==> config.mk <==
export PLATFORM = sky130hd
export DESIGN_NAME = vram_arbiter
export DESIGN_NICKNAME = d
export VERILOG_FILES = /design/src/rtl/vram_arb_pkg.sv /design/src/rtl/pix_fifo.sv /design/src/rtl/vram_arbiter.sv
export SDC_FILE = /design/constraint.sdc
export NUM_CORES = 1
export LEC_CHECK = 0
export CAP_MARGIN = 20
export CORE_UTILIZATION = 48
export DETAILED_ROUTE_END_ITERATION = 10
export GPL_TIMING_DRIVEN = 1
export PLACE_DENSITY = 0.72
export SYNTH_ARGS = -nofsm -noshare
export SYNTH_HDL_FRONTEND = slang
export SYNTH_SLANG_ARGS = --single-unit
==> constraint.sdc <==
create_clock -name clk -period 2.8 [get_ports clk]
set_input_delay 0.28 -clock clk [delete_from_list [all_inputs] [get_ports clk]]
set_output_delay 0.28 -clock clk [all_outputs]
set_load 0.03 [all_outputs]
==> src/rtl/vram_arb_pkg.sv <==
// vram_arb_pkg: shared types and default sizes for the video-RAM arbiter.
//   gnt_t     - per-cycle owner of the single RAM port
//   rgb332_t  - framebuffer pixel layout (R3 G3 B2)
package vram_arb_pkg;

    localparam int unsigned VRAM_ADDR_W   = 15;
    localparam int unsigned VRAM_DATA_W   = 8;
    localparam int unsigned VRAM_FB_WORDS = 19200;  // 160x120

    typedef enum logic [1:0] {
        GNT_NONE = 2'd0,
        GNT_VGA  = 2'd1,
        GNT_CPU  = 2'd2
    } gnt_t;

    typedef struct packed {
        logic [2:0] r;
        logic [2:0] g;
        logic [1:0] b;
    } rgb332_t;

endpackage

==> src/rtl/pix_fifo.sv <==
// pix_fifo: synchronous first-word-fall-through FIFO for prefetched pixels.
//   clk, rst    - clock, synchronous active-high reset
//   flush       - discard all entries (head keeps showing the last popped word)
//   push        - write push_data (ignored when full unless popping too)
//   pop         - remove head (ignored when empty, flagged on empty_pop)
//   head        - current head; last popped word while empty
//   count       - number of stored entries
//   empty_pop   - pop requested while empty (combinational)
module pix_fifo #(
    parameter int unsigned DATA_W = 8,
    parameter int unsigned DEPTH  = 4,
    parameter int unsigned CW     = $clog2(DEPTH + 1)
) (
    input  logic              clk,
    input  logic              rst,
    input  logic              flush,
    input  logic              push,
    input  logic [DATA_W-1:0] push_data,
    input  logic              pop,
    output logic [DATA_W-1:0] head,
    output logic [CW-1:0]     count,
    output logic              empty_pop
);

    localparam int unsigned PW = (DEPTH > 1) ? $clog2(DEPTH) : 1;

    logic [DATA_W-1:0] mem [DEPTH];
    logic [PW-1:0]     wr_ptr;
    logic [PW-1:0]     rd_ptr;
    logic [DATA_W-1:0] last_q;
    logic              do_push;
    logic              do_pop;

    function automatic logic [PW-1:0] ptr_inc(input logic [PW-1:0] p);
        return (p == PW'(DEPTH - 1)) ? '0 : p + 1'b1;
    endfunction

    assign do_pop    = pop && (count != '0);
    assign do_push   = push && ((count != CW'(DEPTH)) || do_pop);
    assign empty_pop = pop && (count == '0);
    // last_q keeps the output stable once the FIFO runs dry
    assign head      = (count != '0) ? mem[rd_ptr] : last_q;

    always_ff @(posedge clk) begin
        if (do_push && !flush) begin
            mem[wr_ptr] <= push_data;
        end
    end

    always_ff @(posedge clk) begin
        if (rst) begin
            wr_ptr <= '0;
            rd_ptr <= '0;
            count  <= '0;
            last_q <= '0;
        end else if (flush) begin
            wr_ptr <= '0;
            rd_ptr <= '0;
            count  <= '0;
        end else begin
            if (do_push) begin
                wr_ptr <= ptr_inc(wr_ptr);
            end
            if (do_pop) begin
                rd_ptr <= ptr_inc(rd_ptr);
                last_q <= mem[rd_ptr];
            end
            count <= count + CW'(do_push) - CW'(do_pop);
        end
    end

endmodule

==> src/rtl/vram_arbiter.sv <==
// vram_arbiter: single-port framebuffer RAM arbiter between CPU accesses and
// the VGA prefetch FIFO.
//   clk, rst                      - clock, synchronous active-high reset
//   fb_base                       - frame start address, taken on vga_frame_start
//   cpu_req/we/addr/wdata         - CPU access, req held until cpu_ack
//   cpu_rdata, cpu_ack            - read data (held between acks), completion pulse
//   vga_frame_start, vga_pix_rd   - restart/flush, pop FIFO head
//   vga_pix, vga_underrun         - FWFT head, sticky empty-pop flag
//   ram_en/we/addr/wdata, ram_rdata - registered RAM port, 1-cycle read latency
// Optional: VRAM_ARB_UNDERRUN_CNT_EN adds underrun_cnt (saturating empty-pop count).
module vram_arbiter
    import vram_arb_pkg::*;
#(
    parameter int unsigned ADDR_W     = VRAM_ADDR_W,
    parameter int unsigned DATA_W     = VRAM_DATA_W,
    parameter int unsigned FB_WORDS   = VRAM_FB_WORDS,
    parameter int unsigned FIFO_DEPTH = 4,
    parameter int unsigned LOW_WATER  = 2
) (
    input  logic              clk,
    input  logic              rst,
    input  logic [ADDR_W-1:0] fb_base,
    input  logic              cpu_req,
    input  logic              cpu_we,
    input  logic [ADDR_W-1:0] cpu_addr,
    input  logic [DATA_W-1:0] cpu_wdata,
    output logic [DATA_W-1:0] cpu_rdata,
    output logic              cpu_ack,
    input  logic              vga_frame_start,
    input  logic              vga_pix_rd,
    output logic [DATA_W-1:0] vga_pix,
    output logic              vga_underrun,
    output logic              ram_en,
    output logic              ram_we,
    output logic [ADDR_W-1:0] ram_addr,
    output logic [DATA_W-1:0] ram_wdata,
    input  logic [DATA_W-1:0] ram_rdata
`ifdef VRAM_ARB_UNDERRUN_CNT_EN
    ,
    output logic [15:0]       underrun_cnt
`endif
);

    localparam int unsigned CW = $clog2(FIFO_DEPTH + 1);
    localparam int unsigned LW = CW + 1;

    gnt_t              gnt;
    logic              s1_vga;      // VGA read on the RAM port this cycle
    logic              s2_vga;      // VGA read data on ram_rdata this cycle
    logic              s1_cpu;      // CPU op on the RAM port; cpu_ack is stage 2
    logic [CW-1:0]     fifo_count;
    logic [LW-1:0]     level;
    logic [ADDR_W-1:0] fetch_addr;
    logic [ADDR_W-1:0] frame_base;
    logic [ADDR_W-1:0] last_addr;
    logic [DATA_W-1:0] rdata_hold;
    logic              fifo_pop;
    logic              fifo_push;
    logic              empty_pop;

    // Reads in flight count towards the level so the FIFO can never overflow.
    assign level     = LW'(fifo_count) + LW'(s1_vga) + LW'(s2_vga);
    assign last_addr = frame_base + ADDR_W'(FB_WORDS - 1);
    assign fifo_pop  = vga_pix_rd && !vga_frame_start;
    assign fifo_push = s2_vga && !vga_frame_start;
    assign cpu_rdata = cpu_ack ? ram_rdata : rdata_hold;

    always_comb begin
        gnt = GNT_NONE;
        if (level < LW'(LOW_WATER)) begin
            gnt = GNT_VGA;
        end else if (cpu_req && !s1_cpu && !cpu_ack) begin
            gnt = GNT_CPU;
        end else if (level < LW'(FIFO_DEPTH)) begin
            gnt = GNT_VGA;
        end
    end

    always_ff @(posedge clk) begin
        if (rst) begin
            ram_en       <= 1'b0;
            ram_we       <= 1'b0;
            ram_addr     <= '0;
            ram_wdata    <= '0;
            s1_vga       <= 1'b0;
            s2_vga       <= 1'b0;
            s1_cpu       <= 1'b0;
            cpu_ack      <= 1'b0;
            rdata_hold   <= '0;
            fetch_addr   <= '0;
            frame_base   <= '0;
            vga_underrun <= 1'b0;
        end else begin
            ram_en   <= (gnt != GNT_NONE);
            ram_we   <= (gnt == GNT_CPU) && cpu_we;
            ram_addr <= (gnt == GNT_CPU) ? cpu_addr : fetch_addr;
            if ((gnt == GNT_CPU) && cpu_we) begin
                ram_wdata <= cpu_wdata;
            end
            s1_cpu  <= (gnt == GNT_CPU);
            cpu_ack <= s1_cpu;
            if (cpu_ack) begin
                rdata_hold <= ram_rdata;
            end
            // Frame start marks every VGA read in the pipe (including this
            // cycle's grant) stale by dropping its tag; the data is ignored.
            s1_vga <= (gnt == GNT_VGA) && !vga_frame_start;
            s2_vga <= s1_vga && !vga_frame_start;
            if (vga_frame_start) begin
                frame_base <= fb_base;
                fetch_addr <= fb_base;
            end else if (gnt == GNT_VGA) begin
                fetch_addr <= (fetch_addr == last_addr) ? frame_base : fetch_addr + 1'b1;
            end
            if (empty_pop) begin
                vga_underrun <= 1'b1;
            end
        end
    end

`ifdef VRAM_ARB_UNDERRUN_CNT_EN
    always_ff @(posedge clk) begin
        if (rst) begin
            underrun_cnt <= '0;
        end else if (empty_pop && (underrun_cnt != '1)) begin
            underrun_cnt <= underrun_cnt + 1'b1;
        end
    end
`endif

    pix_fifo #(
        .DATA_W (DATA_W),
        .DEPTH  (FIFO_DEPTH),
        .CW     (CW)
    ) u_pix_fifo (
        .clk       (clk),
        .rst       (rst),
        .flush     (vga_frame_start),
        .push      (fifo_push),
        .push_data (ram_rdata),
        .pop       (fifo_pop),
        .head      (vga_pix),
        .count     (fifo_count),
        .empty_pop (empty_pop)
    );

endmodule

==> results of run 1 <==
==> kinds of logic (layout without fill, tap and decap cells) <==
group | Yosys count | in the layout | share of synthesized area
fa+ha+maj | 13 | 13 | 0.03000
xor+xnor | 35 | 35 | 0.05405
mux | 71 | 71 | 0.1467
buf+inv | 59 | 174 | 0.04324
flops | 117 | 117 | 0.4694
simple gates | 196 | 197 | 0.1661
compound gates | 75 | 75 | 0.09045
==> stage by stage <==
stage	setup WS (ns)	cell area (µm²)	cells	total power [mW]
after CTS	0.01613	7448	824	4.451
final	0.04823	7487	825	4.429
after floorplan	-0.06688	5702	566	2.145
after global routing	-0.007254	7487	825	4.584
after detailed placement	-0.04733	6875	792	2.361
after global placement	0.07454	6875	792	2.348
==> worst reg2reg max path, delay by kind of cell (launching register included) <==
kind,cells,cell delay [ns]
buf+inv,1,0.16
simple gates,3,1.31
flops,1,0.36
compound gates,4,0.82
==> layer usage <==
| metal | track usage | share of wire | vias to the layer above |
|---|---|---|---|
| met1 | 0.2844 | 0.39 | 2173 |
| met2 | 0.4286 | 0.51 | 173 |
| met5 | 0 | 0 | - |
| met3 | 0.07654 | 0.067 | 37 |
| li1 | - | - | 2206 |
| met4 | 0.1093 | 0.027 | 0 |
==> cells in the mapped netlist (4+ instances only) <==
cell and instances:
nor3_1 8, and2_1 16, o41ai_1 4, clkbuf_1 33, o21a_1 6, mux2_2 17, nor4_1 11, a21o_1 4
dfxtp_1 85, xor2_1 15, o21ai_0 8, nand2_1 59, ha_1 12, edfxtp_1 32, a21oi_1 23, mux2i_1 46
buf_2 7, buf_1 4, and3_1 6, nand3_1 10, xnor2_1 20, a311o_1 6, inv_1 12, a31oi_1 8
nor3b_1 4, nor2_1 66, mux4_2 8
==> flip-flops by register name, indices dropped and copies added (netlist names), named ones only <==
| register | cells |
|---|---|
| cpu_ack | 1 |
| fetch_addr | 15 |
| frame_base | 15 |
| ram_addr | 15 |
| ram_en | 1 |
| ram_wdata | 8 |
| ram_we | 1 |
| rdata_hold | 8 |
| s1_cpu | 1 |
| s1_vga | 1 |
| s2_vga | 1 |
| u_pix_fifo.count | 3 |
| u_pix_fifo.last_q | 8 |
| u_pix_fifo.mem | 32 |
| u_pix_fifo.rd_ptr | 2 |
| u_pix_fifo.wr_ptr | 2 |
| vga_underrun | 1 |
==> path summary, 6_finish.rpt <==
kind                                     from              to  slack (ns)
worst min register to register   ram_wdata[5]    ram_wdata[5]        0.46
worst min-delay path                      rst          s2_vga        0.25
worst max register to register  frame_base[0]  fetch_addr[10]        0.05
worst max-delay path            frame_base[0]  fetch_addr[10]        0.05
==> layout make-up <==
type,count,share of cell area
tap,143,0.02390
timing repair buffer,129,0.1601
multi-input combinational,391,0.3768
clock buffer,20,0.05832
inverter,13,0.006852
clock inverter,12,0.01755
sequential,117,0.3565
==> cell usage in the layout, fill, tap and decap left out, drive strengths merged, types with 2 or more instances in the layout <==
master and n:
nor3b 4, mux2i 46, mux4 8, nand4 3, edfxtp 32, clkinv 7
nor2b 3, or3 4, bufinv 2, a31oi 8, and3 6, inv 13
nor4 13, nand2 59, a21oi 23, o21ai 8, or4b 2, a21o 4
a311o 6, ha 12, nor2 66, o21a 6, and2 16, o41ai 4
o211ai 2, xor2 15, clkinvlp 3, nor3 8, nand3 10, dfxtp 85
clkbuf 20, xnor2 20, a22oi 2, a2111oi 2, mux2 17, buf 36
clkdlybuf4s50 93
==> where the power goes <==
part           internal [mW]  total, mW  switching, mW
Combinational          0.242      0.505          0.263
Clock                   1.31       2.09          0.784
Sequential              1.78       1.83         0.0509
Total                   3.33       4.43           1.10
==> what timing repair did <==
action	4_1_cts	5_1_grt
endpoints found under the setup margin	8	10
gates cloned	0	1
pin swaps	0	3
gates resized for setup	1	9
==> results.yml, run 1 <==
run_status:
  status: "finished, final reports clean"
sta:
  worst_pin_slew_ns: 0.6663
  final.period_utilization: 0.9828
  finalCriticalPeriod_ns: 2.752
  slew_headroom: 0.5553
  tns_ns: 0
  hold_violations: 0
  setup_viol: 0
  whs_ns: 0.2515
  skew_ns: 0.004724
  fmax_mhz: 363.4
  slew_viol_final: 0
worst_setup_path:
  reg2regPathDepth: 8
  crit_type: "reg2reg"
  worst-path-stages: 8
  cp.required_ns: 3.10
  worstPathMaxFanout: 7
  critPathArrivalTime_ns: 3.05
  worst_path_most_repeated_cell: "a311o_1"
  start_kind: "register"
  cpPeakStageDelay_ns: 0.53
  critical-path-slowest-cell: "or4b_4"
  critPathBufInv: 1
  critPathTopFamily: "simple AND/OR/NAND/NOR gates"
  cp_cell_sequence: "buf_4 -> or4b_4 -> o21ai_2 -> a31oi_1 -> or3_1 -> a311o_1 -> or3_4 -> a311o_1"
  endpoint_kind: "register"
finish:
  antenna_cells: 0
  nFillCells: 868
  fin_nets: 734
  utilization: 0.6529
  register_area_mm2: 0.002669
  syn2layout_area_growth_pct: 32.01
  multiInputGateArea_mm2: 0.002821
  drive_above_1_share: 0.1584
route:
  post_drt_wl_per_cell_um: 17.75
  drc: 0
  viasPerCell: 5.562
  drtIter0Drc: 276
  via_count: 4589
  wl_mm: 14.64
  final_antenna_net_count: 0
  firstDrtPassIters: 5
pwr:
  power_leakage_nw: 2.818
  p_per_area_mw_per_mm2: 591.5
  ir_drop_v: 0.0004563
synthesis:
  synthFlopType: "dfxtp_1"
  synthArstFlopShare: 0
  avgSynthCellArea_um2: 10.02
  synthTopCellsByArea: "dfxtp_1, edfxtp_1, mux2i_1"
  yosysSeqAreaShare: 0.4694
  synthDistinctLibCells: 53
  ys_seq_elements: 117
  yosys.area.top_type: "dfxtp_1"
  synthesis.area_mm2: 0.005672
  yosys_warnings: 0
  synth_edf_count: 32
  synthCells: 566
  synth_nets: 631
  synth_top_area_share: 0.3000
min_path:
  min_path_type: "in2reg"
  min_path_cells: 3
placed_design:
  portBuffers: 94
  place_congestion: 0.8511
  dp_hpwl_mm: 10.40
clocking:
  htreeDepth: 4
  clkSinkCount: 117
  cts_tree: "built"
  cts_setup_buffers: 0
  clock_path_buffers: 2
  cts-buffers-inserted: 17
  cts_root_buffer: "clkbuf_16"
  clkSlewWorstSetupHoldPaths_ns: 0.06
  cts_hold_buf: 0
  clock_latency_ns: 0.42
floorplanning:
  die_h_um: 110.7
  die_x_um: 110.7
  row_count: 39
  start_util: 0.4946
  die-area_mm2: 0.01225
  io_pins: 95
  core_area_mm2: 0.01147
grt:
  track_usage: 0.2492
  grt.overflow.total: 0
  grt_antenna_before_repair: 0
  grt_max_degree: 32
  grt_pass1_vias: 4611
  grt_pass1_wl_mm: 23.65
run:
  max_cap_viol_count: 0
Note: power is estimated with default switching activity, not from simulation.
==> run 2: changes to the inputs <==
--- a/config.mk
+++ b/config.mk
@@ -8,8 +8,10 @@
 export CAP_MARGIN = 20
 export CORE_UTILIZATION = 48
 export DETAILED_ROUTE_END_ITERATION = 10
+export GPL_ROUTABILITY_DRIVEN = 0
 export GPL_TIMING_DRIVEN = 1
 export PLACE_DENSITY = 0.72
+export SLEW_MARGIN = 20
 export SYNTH_ARGS = -nofsm -noshare
 export SYNTH_HDL_FRONTEND = slang
 export SYNTH_SLANG_ARGS = --single-unit
==> results.yml, run 2 (synthesis gave the netlist of run 1 again) <==
run_status:
  status: "finished, final reports clean"
floorplanning:
  io_pins: 95
  core_area_mm2: 0.01147
  row_count: 39
  start_util: 0.4946
  die-area_mm2: 0.01225
  die_x_um: 110.7
  die_h_um: 110.7
grt:
  track_usage: 0.2460
  grt.overflow.total: 0
  grt_pass1_vias: 4802
  use_met2: 0.4410
  grt_antenna_before_repair: 0
  grt_max_degree: 38
  grt_use_met3: 0.07272
  grt_pass1_wl_mm: 23.57
  grt-busiest-layer: "met2"
  grt.met1_usage: 0.2684
sta:
  hold_violations: 0
  fmax_mhz: 360.0
  whs_ns: 0.2912
  rsz0062_at_grt: "true"
  slew_headroom: 0.5795
  finalCriticalPeriod_ns: 2.778
  setup_viol: 0
  final.period_utilization: 0.9921
  worst_pin_slew_ns: 0.6301
  tns_ns: 0
  slew_viol_final: 0
  skew_ns: 0.007722
finish:
  mostFrequentLayoutCells: "clkdlybuf4s50_1, dfxtp_1, nor2_1, nand2_1, mux2i_1"
  fin_nets: 735
  drive_above_1_share: 0.1625
  instances_no_fill: 826
  utilization: 0.6588
  layout_commonest_cell: "clkdlybuf4s50_1"
  largest_reg_flops: 32
  antenna_cells: 0
  syn2layout_area_growth_pct: 33.20
  regMostFlops: "u_pix_fifo.mem"
route:
  via_count: 4623
  drc: 0
  final_antenna_net_count: 0
  firstDrtPassIters: 5
  viasPerCell: 5.597
  drtIter0Drc: 221
  post_drt_wl_per_cell_um: 17.72
  wl_mm: 14.64
clocking:
  cts_tree: "built"
  clkSinkCount: 117
  cts-buffers-inserted: 17
  clock_path_buffers: 2
  htreeDepth: 4
  cts_root_buffer: "clkbuf_16"
  clock_latency_ns: 0.41
  clkSlewWorstSetupHoldPaths_ns: 0.05
min_path:
  hold_start: "rst"
  min_path_type: "in2reg"
worst_setup_path:
  cpPeakStageDelay_ns: 0.48
  critPathArrivalTime_ns: 3.07
  cp.required_ns: 3.09
  critPathTopFamily: "simple AND/OR/NAND/NOR gates"
  worstPathMaxFanout: 7
  worst_path_most_repeated_cell: "a311o_1"
  endpoint_kind: "register"
  crit_start: "frame_base[0]"
  crit_type: "reg2reg"
  start_kind: "register"
  r2r-start: "frame_base[0]"
  cp_cell_sequence: "inv_4 -> ha_4 -> or4b_4 -> o21ai_2 -> a31oi_1 -> or3_1 -> a311o_1 -> or3_4 -> a311o_1"
  critPathBufInv: 1
  critical-path-slowest-cell: "or4b_4"
pwr:
  power_mw: 4.523
  ir_drop_v: 0.0004815
  power_leakage_nw: 2.834
  p_per_area_mw_per_mm2: 598.6
placed_design:
  dp_cells: 791
  dp_hpwl_mm: 10.51
  portBuffers: 94
run:
  max_cap_viol_count: 0
run 2: layout make-up:
cell class | count | area (µm²)
Fill cell | 854 | 3913
Multi-Input combinational cell | 391 | 2846
Sequential cell | 117 | 2669
Timing Repair Buffer | 130 | 1214
Clock buffer | 21 | 440.4
Tap cell | 143 | 178.9
Clock inverter | 11 | 155.1
Inverter | 13 | 51.30
run 2: worst paths after layout:
check                          to  slack (ns)  depth (start not counted)
max                 fetch_addr[5]        0.02                          9
max reg2reg         fetch_addr[5]        0.02                          9
min reg2reg          ram_wdata[3]        0.46                          2
min          u_pix_fifo.last_q[3]        0.29                          2
run 2: per-stage QoR:
step                instance area (µm²)  worst slack [ns]
global placement                   6868           0.02479
global route                       7555          -0.07424
floorplan                          5702          -0.06688
CTS                                7471          0.007629
detailed placement                 6868           -0.1621
finish                             7555           0.02219
run 2: worst reg2reg max path, delay by kind of cell (launching register included):
family	cells	cell delay, ns
AND/OR/NAND/NOR	3	1.26
buffers and inverters	1	0.04
flip-flops	1	0.37
AO/OA/AOI/OAI	4	0.84
adder cells (fa/ha/maj)	1	0.15
run 2: repair_timing:
action | 4_1_cts | 5_1_grt
gates resized for setup | 2 | 13
pin swaps | 0 | 4
gates cloned | 0 | 1
setup buffers | 0 | 2
hold buffers | 0 | 0
setup endpoints to repair | 10 | 13
run 2: power by group:
| group | internal (mW) | switching [mW] |
|---|---|---|
| Clock | 1.40 | 0.773 |
| Combinational | 0.244 | 0.267 |
| Sequential | 1.78 | 0.0529 |
run 2: routing by layer:
layer,routed length [µm],share of wire
met5,0,0
met4,368,0.025
met3,842,0.058
met2,7701,0.53
met1,5723,0.39
==> run 3: changes to the inputs <==
--- a/config.mk
+++ b/config.mk
@@ -10,6 +10,7 @@
 export DETAILED_ROUTE_END_ITERATION = 10
 export GPL_ROUTABILITY_DRIVEN = 0
 export GPL_TIMING_DRIVEN = 1
+export MAX_ROUTING_LAYER = met4
 export PLACE_DENSITY = 0.72
 export SLEW_MARGIN = 20
 export SYNTH_ARGS = -nofsm -noshare
==> results.yml, run 3 (synthesis gave the netlist of run 1 again) <==
route:
  wl_mm: 14.63
  drtIter0Drc: 231
  post_drt_wl_per_cell_um: 17.71
  viasPerCell: 5.605
  final_antenna_net_count: 0
  firstDrtPassIters: 4
  via_count: 4630
  drc: 0
clocking:
  clkSlewWorstSetupHoldPaths_ns: 0.06
  cts_tree: "built"
  htreeDepth: 4
  cts-buffers-inserted: 17
  clock_path_buffers: 2
  clkSinkCount: 117
  cts_root_buffer: "clkbuf_16"
  clock_latency_ns: 0.41
pwr:
  power_leakage_nw: 2.834
  p_comb_frac: 0.113
  power_mw: 4.522
  p_per_area_mw_per_mm2: 598.6
  swShare: 0.2415
  p_sw_mw: 1.092
  seq_power_share: 0.406
  p_int_mw: 3.430
  clkPwrFrac: 0.482
  ir_drop_v: 0.0004814
grt:
  grt_pass1_wl_mm: 23.56
  grt_antenna_before_repair: 0
  grt.overflow.total: 0
  track_usage: 0.2535
  grt_max_degree: 38
  grt_pass1_vias: 4806
sta:
  fmax_mhz: 360.3
  finalCriticalPeriod_ns: 2.775
  setup_viol: 0
  rsz0062_at_grt: "true"
  slew_headroom: 0.5915
  final.period_utilization: 0.9912
  skew_ns: 0.007717
  whs_ns: 0.2947
  worst_pin_slew_ns: 0.6121
  hold_violations: 0
  slew_viol_final: 0
floorplanning:
  die_x_um: 110.7
  die-area_mm2: 0.01225
  io_pins: 95
  row_count: 39
  core_area_mm2: 0.01147
  die_h_um: 110.7
  start_util: 0.4946
worst_setup_path:
  critPathArrivalTime_ns: 3.07
  start_kind: "register"
  endpoint_kind: "register"
  worst_path_most_repeated_cell: "a311o_1"
  cp.required_ns: 3.09
  critical-path-slowest-cell: "or4b_4"
  cp_cell_sequence: "inv_4 -> ha_4 -> or4b_4 -> o21ai_2 -> a31oi_1 -> or3_1 -> a311o_1 -> or3_4 -> a311o_1"
  crit_start: "frame_base[0]"
  worstPathMaxFanout: 7
  r2r-start: "frame_base[0]"
  crit_type: "reg2reg"
  cpPeakStageDelay_ns: 0.48
placed_design:
  dp_hpwl_mm: 10.51
  portBuffers: 94
  place_area_mm2: 0.006868
finish:
  post-route-cell-area_mm2: 0.007555
  multiInputGateArea_mm2: 0.002846
  regMostFlops: "u_pix_fifo.mem"
  mostFrequentLayoutCells: "clkdlybuf4s50_1, dfxtp_1, nor2_1, nand2_1, mux2i_1"
  syn2layout_area_growth_pct: 33.20
  register_area_mm2: 0.002669
  layout_commonest_cell: "clkdlybuf4s50_1"
  drive_above_1_share: 0.1625
  largest_reg_flops: 32
  fin_nets: 735
  antenna_cells: 0
  nFillCells: 854
run_status:
  status: "finished, final reports clean"
min_path:
  hold_start: "rst"
  min_path_type: "in2reg"
run:
  max_cap_viol_count: 0
## run 3: cell counts in the layout (fill, tap and decap cells not counted)
No cell type changed its count.
## run 3: metal layers
layer | vias up | part of all wire | GRT usage
met5 | - | 0 | -
met2 | 166 | 0.53 | 0.4418
met3 | 28 | 0.055 | 0.07381
li1 | 2209 | - | -
met1 | 2227 | 0.39 | 0.2695
met4 | 0 | 0.021 | 0.1013
## run 3: power groups by stage
stage / combinational [mW] / clock [mW] / sequential, mW
5_1_grt: 0.546 / 2.28 / 1.84
4_1_cts: 0.493 / 2.21 / 1.83
6_report: 0.509 / 2.18 / 1.84
3_3_place_gp: 0.477 / 0 / 1.87
3_5_place_dp: 0.488 / 0 / 1.87
2_1_floorplan: 0.278 / 0 / 1.87
## run 3: final timing paths
kind	to	slack, ns	cells after the start
hold reg to reg	ram_wdata[3]	0.46	2
setup reg to reg	fetch_addr[5]	0.02	9
hold / removal	ram_addr[14]	0.29	2
setup / recovery	fetch_addr[5]	0.02	9
## run 3: critical path: cells and delay by family (launching register included)
family	cells	cell delay [ns]
simple gates	3	1.26
flops	1	0.37
compound gates	4	0.84
fa+ha+maj	1	0.15
buf+inv	1	0.04
## run 3: area by class of cell
type | count | area share
Clock inverter | 11 | 0.02054
Clock buffer | 21 | 0.05830
Timing Repair Buffer | 130 | 0.1606
Tap cell | 143 | 0.02368
Multi-Input combinational cell | 391 | 0.3768
Inverter | 13 | 0.006790
Sequential cell | 117 | 0.3533
## run 3: stage by stage
step	std cells	util	setup WS [ns]	TNS, ns
4_1_cts	823	0.6515	0.007629	0
3_3_place_gp	791	0.5989	0.02479	0
6_report	826	0.6588	0.02459	0
5_1_grt	826	0.6588	-0.07412	-0.4218
3_5_place_dp	791	0.5989	-0.1621	-1.209
2_1_floorplan	566	-	-0.06688	-0.2467
## run 3: timing repair
item,4_1_cts,5_1_grt
pin swaps,0,4
endpoints found under the setup margin,10,13
buffers inserted,0,2
hold buffers,0,0
gates resized for setup,2,13
cloned,0,1
